[config.mk]
export PLATFORM = sky130hd
export DESIGN_NAME = sample_ext
export DESIGN_NICKNAME = d
export VERILOG_FILES = /design/src/rtl/sample_ext.sv
export SDC_FILE = /design/constraint.sdc
export NUM_CORES = 1
export LEC_CHECK = 0
export ABC_AREA = 0
export BUFFER_PORTS_ARGS = -buffer_cell sky130_fd_sc_hd__buf_2
export CAP_MARGIN = 0
export CORE_AREA = 3 3 40 42
export DETAILED_ROUTE_END_ITERATION = 10
export DIE_AREA = 0 0 43 45
export GPL_ROUTABILITY_DRIVEN = 0
export PLACE_DENSITY = 0.66
export REMOVE_ABC_BUFFERS = 1
export SLEW_MARGIN = 20
export SYNTH_ARGS = -nofsm -noshare
export SYNTH_HDL_FRONTEND = slang
export SYNTH_SLANG_ARGS = --single-unit
[constraint.sdc]
create_clock -name clk_i -period 1.4 [get_ports clk_i]
set_input_delay 0.28 -clock clk_i [delete_from_list [all_inputs] [get_ports clk_i]]
set_output_delay 0.28 -clock clk_i [all_outputs]
set_load 0.1 [all_outputs]
[src/rtl/sample_ext.sv]
// Decimating, issue-limited sampler between a free-running producer and a
// valid/ready consumer; reports per-beat freshness and dropped-sample overrun.
module sample_ext #(
    parameter int unsigned      LATENCY    = 0,
    parameter int unsigned      DECIM      = 1,
    parameter int unsigned      MAX_ISSUE  = 0,
    parameter int unsigned      WIDTH      = 8,
    parameter logic [WIDTH-1:0] INIT       = '0,
    parameter bit               INIT_VALID = 1'b0
) (
    input  logic             clk_i,
    input  logic             rst_ni,
    input  logic             din_valid_i,
    input  logic [WIDTH-1:0] din_data_i,
    output logic             din_ready_o,
    output logic             dout_valid_o,
    output logic [WIDTH-1:0] dout_data_o,
    input  logic             dout_ready_i,
    output logic             fresh_o,
    output logic             overrun_o
);

    localparam int unsigned    DW    = (DECIM > 1) ? $clog2(DECIM) : 1;
    localparam int unsigned    IW    = ($clog2(MAX_ISSUE + 1) > 1) ? $clog2(MAX_ISSUE + 1) : 1;
    localparam logic [DW-1:0]  DLAST = DW'(DECIM - 1);
    localparam logic [IW-1:0]  IEXP  = IW'(MAX_ISSUE);
    localparam logic [IW-1:0]  ISAT  = '1;

    logic [WIDTH-1:0] data_q, data_d;
    logic             valid_q, valid_d;
    logic [DW-1:0]    dcnt_q, dcnt_d;
    logic [IW-1:0]    icnt_q, icnt_d;
    logic             lock_q, lock_d;
    logic             overrun_q, overrun_d;

    logic qual, capture, hs;

    assign din_ready_o = 1'b1;
    assign overrun_o   = overrun_q;
    assign qual        = din_valid_i && (dcnt_q == '0);
    assign capture     = qual && !lock_q;

    always_comb begin
        if (LATENCY == 0 && capture) begin
            dout_data_o  = din_data_i;
            dout_valid_o = 1'b1;
            fresh_o      = 1'b1;
        end else begin
            dout_data_o  = data_q;
            dout_valid_o = valid_q;
            fresh_o      = (icnt_q == '0);
        end
    end

    assign hs = dout_valid_o && dout_ready_i;

    always_comb begin
        data_d    = data_q;
        valid_d   = valid_q;
        dcnt_d    = dcnt_q;
        icnt_d    = icnt_q;
        lock_d    = dout_valid_o && !dout_ready_i;
        overrun_d = qual && lock_q;

        if (din_valid_i)
            dcnt_d = (dcnt_q == DLAST) ? '0 : dcnt_q + 1'b1;

        // In bypass mode the handshake belongs to the new beat; registered mode
        // spends it on the outgoing sample, so the fresh one starts at zero.
        if (capture) begin
            data_d  = din_data_i;
            icnt_d  = (LATENCY == 0 && hs) ? IW'(1) : '0;
            valid_d = !(MAX_ISSUE != 0 && icnt_d == IEXP);
        end else if (hs) begin
            icnt_d = (icnt_q == ISAT) ? icnt_q : icnt_q + 1'b1;
            if (MAX_ISSUE != 0 && icnt_d == IEXP)
                valid_d = 1'b0;
        end
    end

    always_ff @(posedge clk_i or negedge rst_ni) begin
        if (!rst_ni) begin
            data_q    <= INIT_VALID ? INIT : '0;
            valid_q   <= INIT_VALID;
            dcnt_q    <= '0;
            icnt_q    <= '0;
            lock_q    <= 1'b0;
            overrun_q <= 1'b0;
        end else begin
            data_q    <= data_d;
            valid_q   <= valid_d;
            dcnt_q    <= dcnt_d;
            icnt_q    <= icnt_d;
            lock_q    <= lock_d;
            overrun_q <= overrun_d;
        end
    end

endmodule

==> results.md, run 1 <==
- RSZ-0062 raised after global routing: yes
- Sequential share of power: 32.6%
- Cell taking the most area after synthesis: dfrtp_1
- Initial DRT Pass Iterations: 2
- Sw Pwr: 514 uW
- Global-route wire length before repair: 1550 microns
- Syn Area/Cell: 16.3 sq um
- Syn Inst Count: 30
- Worst-skew pair later-pin latency: 260 ps
- Pint: 716 uW
- CTS tree: done
- Worst path arrival time: 1470 ps
- Type of the worst setup path: reg -> out
- Master of the slowest instance on the critical path: dfrtp_1
- Most used cell, CP: buf_12
- Hold WC Path Type: in -> reg
- EDFF count, synth: 0
- DRT iter0 DRCs: 1
- Met3 Wirelength: 108 microns
- Overflow after GRT: 0
- Largest net degree at the start of global routing: 13
- # fillers: 99
- Synth top area cells: dfrtp_1 (61%), mux2_4 (24%), nor2b_4 (2.8%), buf_6 (2.3%), buf_4 (1.5%)
- Post-route cell area: 811 sq um
- TritonCTS Buffers: 3
- GRT Util Overall: 11.3%
- Post-synthesis async set-or-reset flop share: 100%
- Finished Layout Cells: 71
- Worst slack, placed: -56.4 ps
- Wl on met1: 382 microns
- Core ar.: 1280 sq um
- Leak pwr: 0.000395 uW
- Residual DRC: 0
- Die area: 1940 sq um
- Fin. max-slew vios: 0
- # H-tree levels: 1
- Metal2 WL: 399 microns
- Count of final setup violators: 10
- Sw Ratio: 41.8%
- CP max stage delay: 410 ps
- Top_reg_cell synth: dfrtp_1
- Setup slack, reg-to-reg: 250 ps
- CP Max Fanout: 10
- Sequential fraction of the synthesis area: 61.2%
- Synth warn: 0
- Proportion of netlist area held by the largest area contributor: 61.2%
- Part of the power in combinational logic: 50.8%
- Final ANT Viol Nets: 0
- Critical path cell sequence: nor2b_4, buf_12, mux2_4, buf_12
- Initial antenna violation count: 0
- Fin crit period: 1750 ps
- Post-synth top cells: dfrtp_1 (12), mux2_4 (8)
- Most common cell in the netlist: dfrtp_1
- WP data required: 1120 ps
- Post-synth design cell area: 490 sq um
- Delay-heaviest family, CP: flip-flops
- Max Used Layer: met3
- I/O pin count: 24
- Clock transition at the registers of the reported paths: 70 ps
- Synthesis-stage register bit count: 12
- Vias: 328
- Starting Density: 38.2%
- Post-detail-place hpwl: 675 microns
- Fin. Hold Viols: 0
- Layout cells sized above 1: 66.1%
- Max_cap viols: 0
- Diodes inserted: 0
- Buf+Inv Stages, Crit Path: 2
- Post-Place Cell Area: 778 sq um
- Die Ht: 45 microns
- Largest buffer count on any clock path: 2
- Clk_skew: 2.20 ps
- # rows: 13
- Clk pwr share: 16.6%
- Nature of the critical path endpoint: output pin
- Outcome: complete, but fails checks
- # nets final: 70
- Maximum VDD drop: 898 uV
- Fmax: 573 MHz
- Clock root buffer: clkbuf_4
- Vias in the first global route: 358
- Fin worst setup slack: -346 ps
- Via/cell ratio: 4.62
- Failing checks: negative setup slack
- Final worst-path cycle share: 125%
- Postcts setup bufs: 0
- Power per Cell Area: 1520 nW/um^2
- # resized after CTS: 0
- Power Total: 1230 uW
- Routed WL: 890 microns
- Unique masters post-synth: 12
- Chip width: 43 microns
- Crit start category: flip-flop
- Clock Sinks: 12
- Average routed wire per standard cell: 12.5 microns
- IO Port Bufs: 22
- Area delta synth->final: 65.3%
- Placed cells: 67
[worst reg2reg max path, stage by stage (launching register included)]
cell and delay (ps):
dfrtp_1 390, nor2b_4 60, buf_12 140, or2_2 320
nor2b_1 140
[cell type report]
| cell class | count | area, sq um | area share [%] |
|---|---|---|---|
| Sequential cell | 12 | 300 | 37.0 |
| Tap cell | 15 | 18.8 | 2.31 |
| Multi-Input combinational cell | 16 | 171 | 21.1 |
| Clock buffer | 3 | 22.5 | 2.78 |
| Timing Repair Buffer | 25 | 298 | 36.7 |
[power by group through the flow]
stage                     clock, uW  combinational, uW  sequential [uW]
after floorplan                   0                393              414
after global placement            0                624              405
after detailed placement          0                627              406
after CTS                       218                630              401
after global routing            240                641              404
final                           204                625              401
[metrics by stage]
stage          util [%]  hold slack, ps  setup TNS [ps]
3_3_place_gp       60.6             167            -319
3_5_place_dp       60.6             171            -424
5_1_grt            63.1             163           -3580
2_1_floorplan         -           -15.6           -1040
4_1_cts            63.1             158           -3330
6_report           63.1             173           -3170
[cells by family (layout without fill, tap and decap cells)]
group | Yosys count | in the layout | synth area share, %
AOI/OAI and AO/OA | 1 | 1 | 1.02
buffers and inverters | 2 | 28 | 3.83
DFF | 12 | 12 | 61.2
muxes | 8 | 8 | 24.5
other | 1 | 1 | 0.765
and+or+nand+nor | 6 | 6 | 8.68
[registers in the layout (all words and copies together) (netlist names)]
| signal | cells |
|---|---|
| icnt_q | 1 |
| valid_q | 1 |
| lock_q | 1 |
| data_q | 8 |
| overrun_o | 1 |
[final timing paths]
kind | from | end | cells past startpoint
worst min register to register | valid_q | icnt_q | 2
worst max-delay path | lock_q | dout_data_o[7] | 4
worst min-delay path | dout_ready_i | lock_q | 2
worst max register to register | lock_q | lock_q | 4
min in group asynchronous | rst_ni | overrun_o | 2
max in group asynchronous | rst_ni | data_q[4] | 2
[placed cells by master, fill, tap and decap left out]
master         Yosys  final
buf_12             0     11
o21ai_0            1      1
dfrtp_1           12     12
nand2_1            1      1
nor2b_1            1      1
buf_4              1      1
mux2_4             8      8
nor2b_4            1      1
buf_2              0     12
conb_1             1      1
dlygate4sd3_1      0      1
nand2b_1           1      1
clkbuf_4           0      3
and2_1             1      1
or2_2              1      1
[what timing repair did]
item | in CTS | in global routing
endpoints found under the setup margin | 10 | 10
gates cloned | 0 | 0
endpoints found under the hold margin | 12 | 0
hold buffers | 1 | 0
[metal layers]
| layer | track usage, % | vias to the layer above |
|---|---|---|
| met3 | 7.17 | 0 |
| met4 | 5.42 | 0 |
| met1 | 12.9 | 159 |
| li1 | - | 149 |
| met5 | 0 | - |
| met2 | 16.5 | 20 |
Power figures use the tool's default switching activity.
==> run 2, diff against run 1 <==
--- a/config.mk
+++ b/config.mk
@@ -12,7 +12,7 @@
 export DETAILED_ROUTE_END_ITERATION = 10
 export DIE_AREA = 0 0 43 45
 export GPL_ROUTABILITY_DRIVEN = 0
-export PLACE_DENSITY = 0.66
+export PLACE_DENSITY = 0.73
 export REMOVE_ABC_BUFFERS = 1
 export SLEW_MARGIN = 20
 export SYNTH_ARGS = -nofsm -noshare
==> run 2 against run 1 <==
  * Sequential power about the same
  * Clock power increased by 34%
  * Combinational power increased by 6.6%
  * Clock skew increased by 2.1 ps
  * The run still ends with negative setup slack left
  * Hold slack got worse by 11 ps
  * Sequential share of layout area decreased by 2.8 points
  * Power increased by 9.0%
  * Die area unchanged
  * Critical path depth unchanged
  * Via count increased by 6.7%
  * Flip-flop and latch count unchanged
==> results.md, run 2 (synthesis results as in run 1) <==
- Diodes inserted: 0 (unchanged)
- I/O pin count: 24 (unchanged)
- IO Port Bufs: 22 (unchanged)
- Power Total: 1340 uW (+9.0%)
- TritonCTS Buffers: 3 (unchanged)
- Worst path arrival time: 1450 ps (-20 ps)
- Nature of the critical path endpoint: output pin
- Area delta synth->final: 79.1%
- Maximum VDD drop: 932 uV (+3.8%)
- Fin. max-slew vios: 0 (unchanged)
- Worst-skew pair later-pin latency: 270 ps (about the same)
- Fmax: 579 MHz (+1.1%)
- CP max stage delay: 410 ps (about the same)
- Residual DRC: 0 (unchanged)
- Fin. Hold Viols: 0 (unchanged)
- CP Max Fanout: 5 (-5)
- Global-route wire length before repair: 1700 microns (+9.8%)
- Die area: 1940 sq um (unchanged)
- Die Ht: 45 microns (unchanged)
- Max_cap viols: 0 (unchanged)
- Largest Register: data_q
- DRT iter0 DRCs: 2 (+1)
- Final ANT Viol Nets: 0 (unchanged)
- Initial DRT Pass Iterations: 4 (+2)
- Vias: 350 (+6.7%)
- Max FFs per register: 8 (unchanged)
- # nets final: 76 (+8.6%)
- Setup slack, reg-to-reg: 150 ps (-100 ps)
- Starting Density: 38.2% (unchanged)
- Highest-count cells in the layout ignoring fill and taps: dfrtp_1 (12), buf_2 (12), buf_12 (10)
- Average routed wire per standard cell: 12.9 microns (+2.8%)
- Master of the slowest instance on the critical path: dfrtp_1
- Leak pwr: 0.000436 uW (+10%)
- Chip width: 43 microns (unchanged)
- Clk_skew: 4.29 ps (+2.09 ps)
- Largest buffer count on any clock path: 2 (unchanged)
- # H-tree levels: 1 (unchanged)
- Routed WL: 1010 microns (+13%)
- Core Util, Final: 68.4% (+5.3 points)
- Via/cell ratio: 4.49 (-2.9%)
- Overflow after GRT: 0 (unchanged)
- # fillers: 100 (+1.0%)
- Layout cells sized above 1: 71.4% (+5.4 points)
- Worst slack, placed: -44.1 ps (+12.3 ps)
- Hold WC Path Type: in -> reg
- # rows: 13 (unchanged)
- WP data required: 1120 ps (about the same)
- Post-detail-place hpwl: 736 microns (+9.0%)
- Clock root buffer: clkbuf_4
- Failing checks: negative setup slack
- Crit start category: flip-flop
- Fin worst setup slack: -327 ps (+18.9 ps)
- Final worst-path cycle share: 123% (-1.4 points)
- GRT Util Overall: 12.0% (+0.78 points)
- Fin crit period: 1730 ps (-18.9 ps)
- Critical path cell sequence: nor2b_4, buf_6, mux2_4, buf_12
- Outcome: complete, but fails checks
- Vias in the first global route: 385 (+7.5%)
- Initial antenna violation count: 0 (unchanged)
- CTS tree: done
- Largest net degree at the start of global routing: 13 (unchanged)
- Type of the worst setup path: reg -> out
- Count of final setup violators: 10 (unchanged)
- Power per Cell Area: 1530 nW/um^2 (+0.64%)
- Core ar.: 1280 sq um (unchanged)
- RSZ-0062 raised after global routing: yes
- Clock Sinks: 12 (unchanged)
- Clock transition at the registers of the reported paths: 80 ps (about the same)
[run 2: report_power, final]
part | total (uW) | switching [uW] | internal [uW]
registers | 401 | 14.1 | 387
logic | 666 | 407 | 259
clock network | 274 | 116 | 158
total | 1340 | 538 | 803
[run 2: layout make-up]
cell class / count / area [sq um] / area share, %
sequential: 12 / 300 / 34.2
tap: 15 / 18.8 / 2.14
timing repair buffer: 31 / 342 / 38.9
clock buffer: 4 / 36.3 / 4.13
multi-input combinational: 16 / 181 / 20.7
[run 2: repair_timing]
action                     in CTS  in global routing
resized for setup               4                  1
hold buffers                    1                  0
hold endpoints to repair       12                  0
setup endpoints to repair      10                 10
buffers inserted                4                  2
[run 2: worst max-delay path: cells and delay by family, from the launching register on]
family,cells,cell delay [ps]
and+or+nand+nor,1,130
DFF,1,410
muxes,1,320
buffers and inverters,2,310
[run 2: worst paths after layout]
kind | from | to | depth (start not counted)
max | lock_q | dout_data_o[0] | 4
min | dout_ready_i | lock_q | 2
max reg2reg | lock_q | data_q[1] | 4
min reg2reg | valid_q | valid_q | 1
max in group asynchronous | rst_ni | data_q[2] | 2
min in group asynchronous | rst_ni | overrun_o | 2
[run 2: per-stage QoR]
step                      setup TNS [ps]  hold WS (ps)  std cells  cell area [sq um]
after floorplan                    -1040         -15.6         28                472
after global placement              -238           167         67                766
after detailed placement            -334           174         67                766
after CTS                          -3020           152         76                860
after global routing               -3760           172         78                878
final                              -3020           162         78                878
[run 2: metal layers]
metal / share of wire (%) / global-route usage [%] / up-vias
met5: 0 / 0 / -
met4: 0 / 5.42 / 0
met3: 8.2 / 5.18 / 0
met2: 53 / 21.3 / 16
met1: 39 / 12.4 / 173
li1: - / - / 161
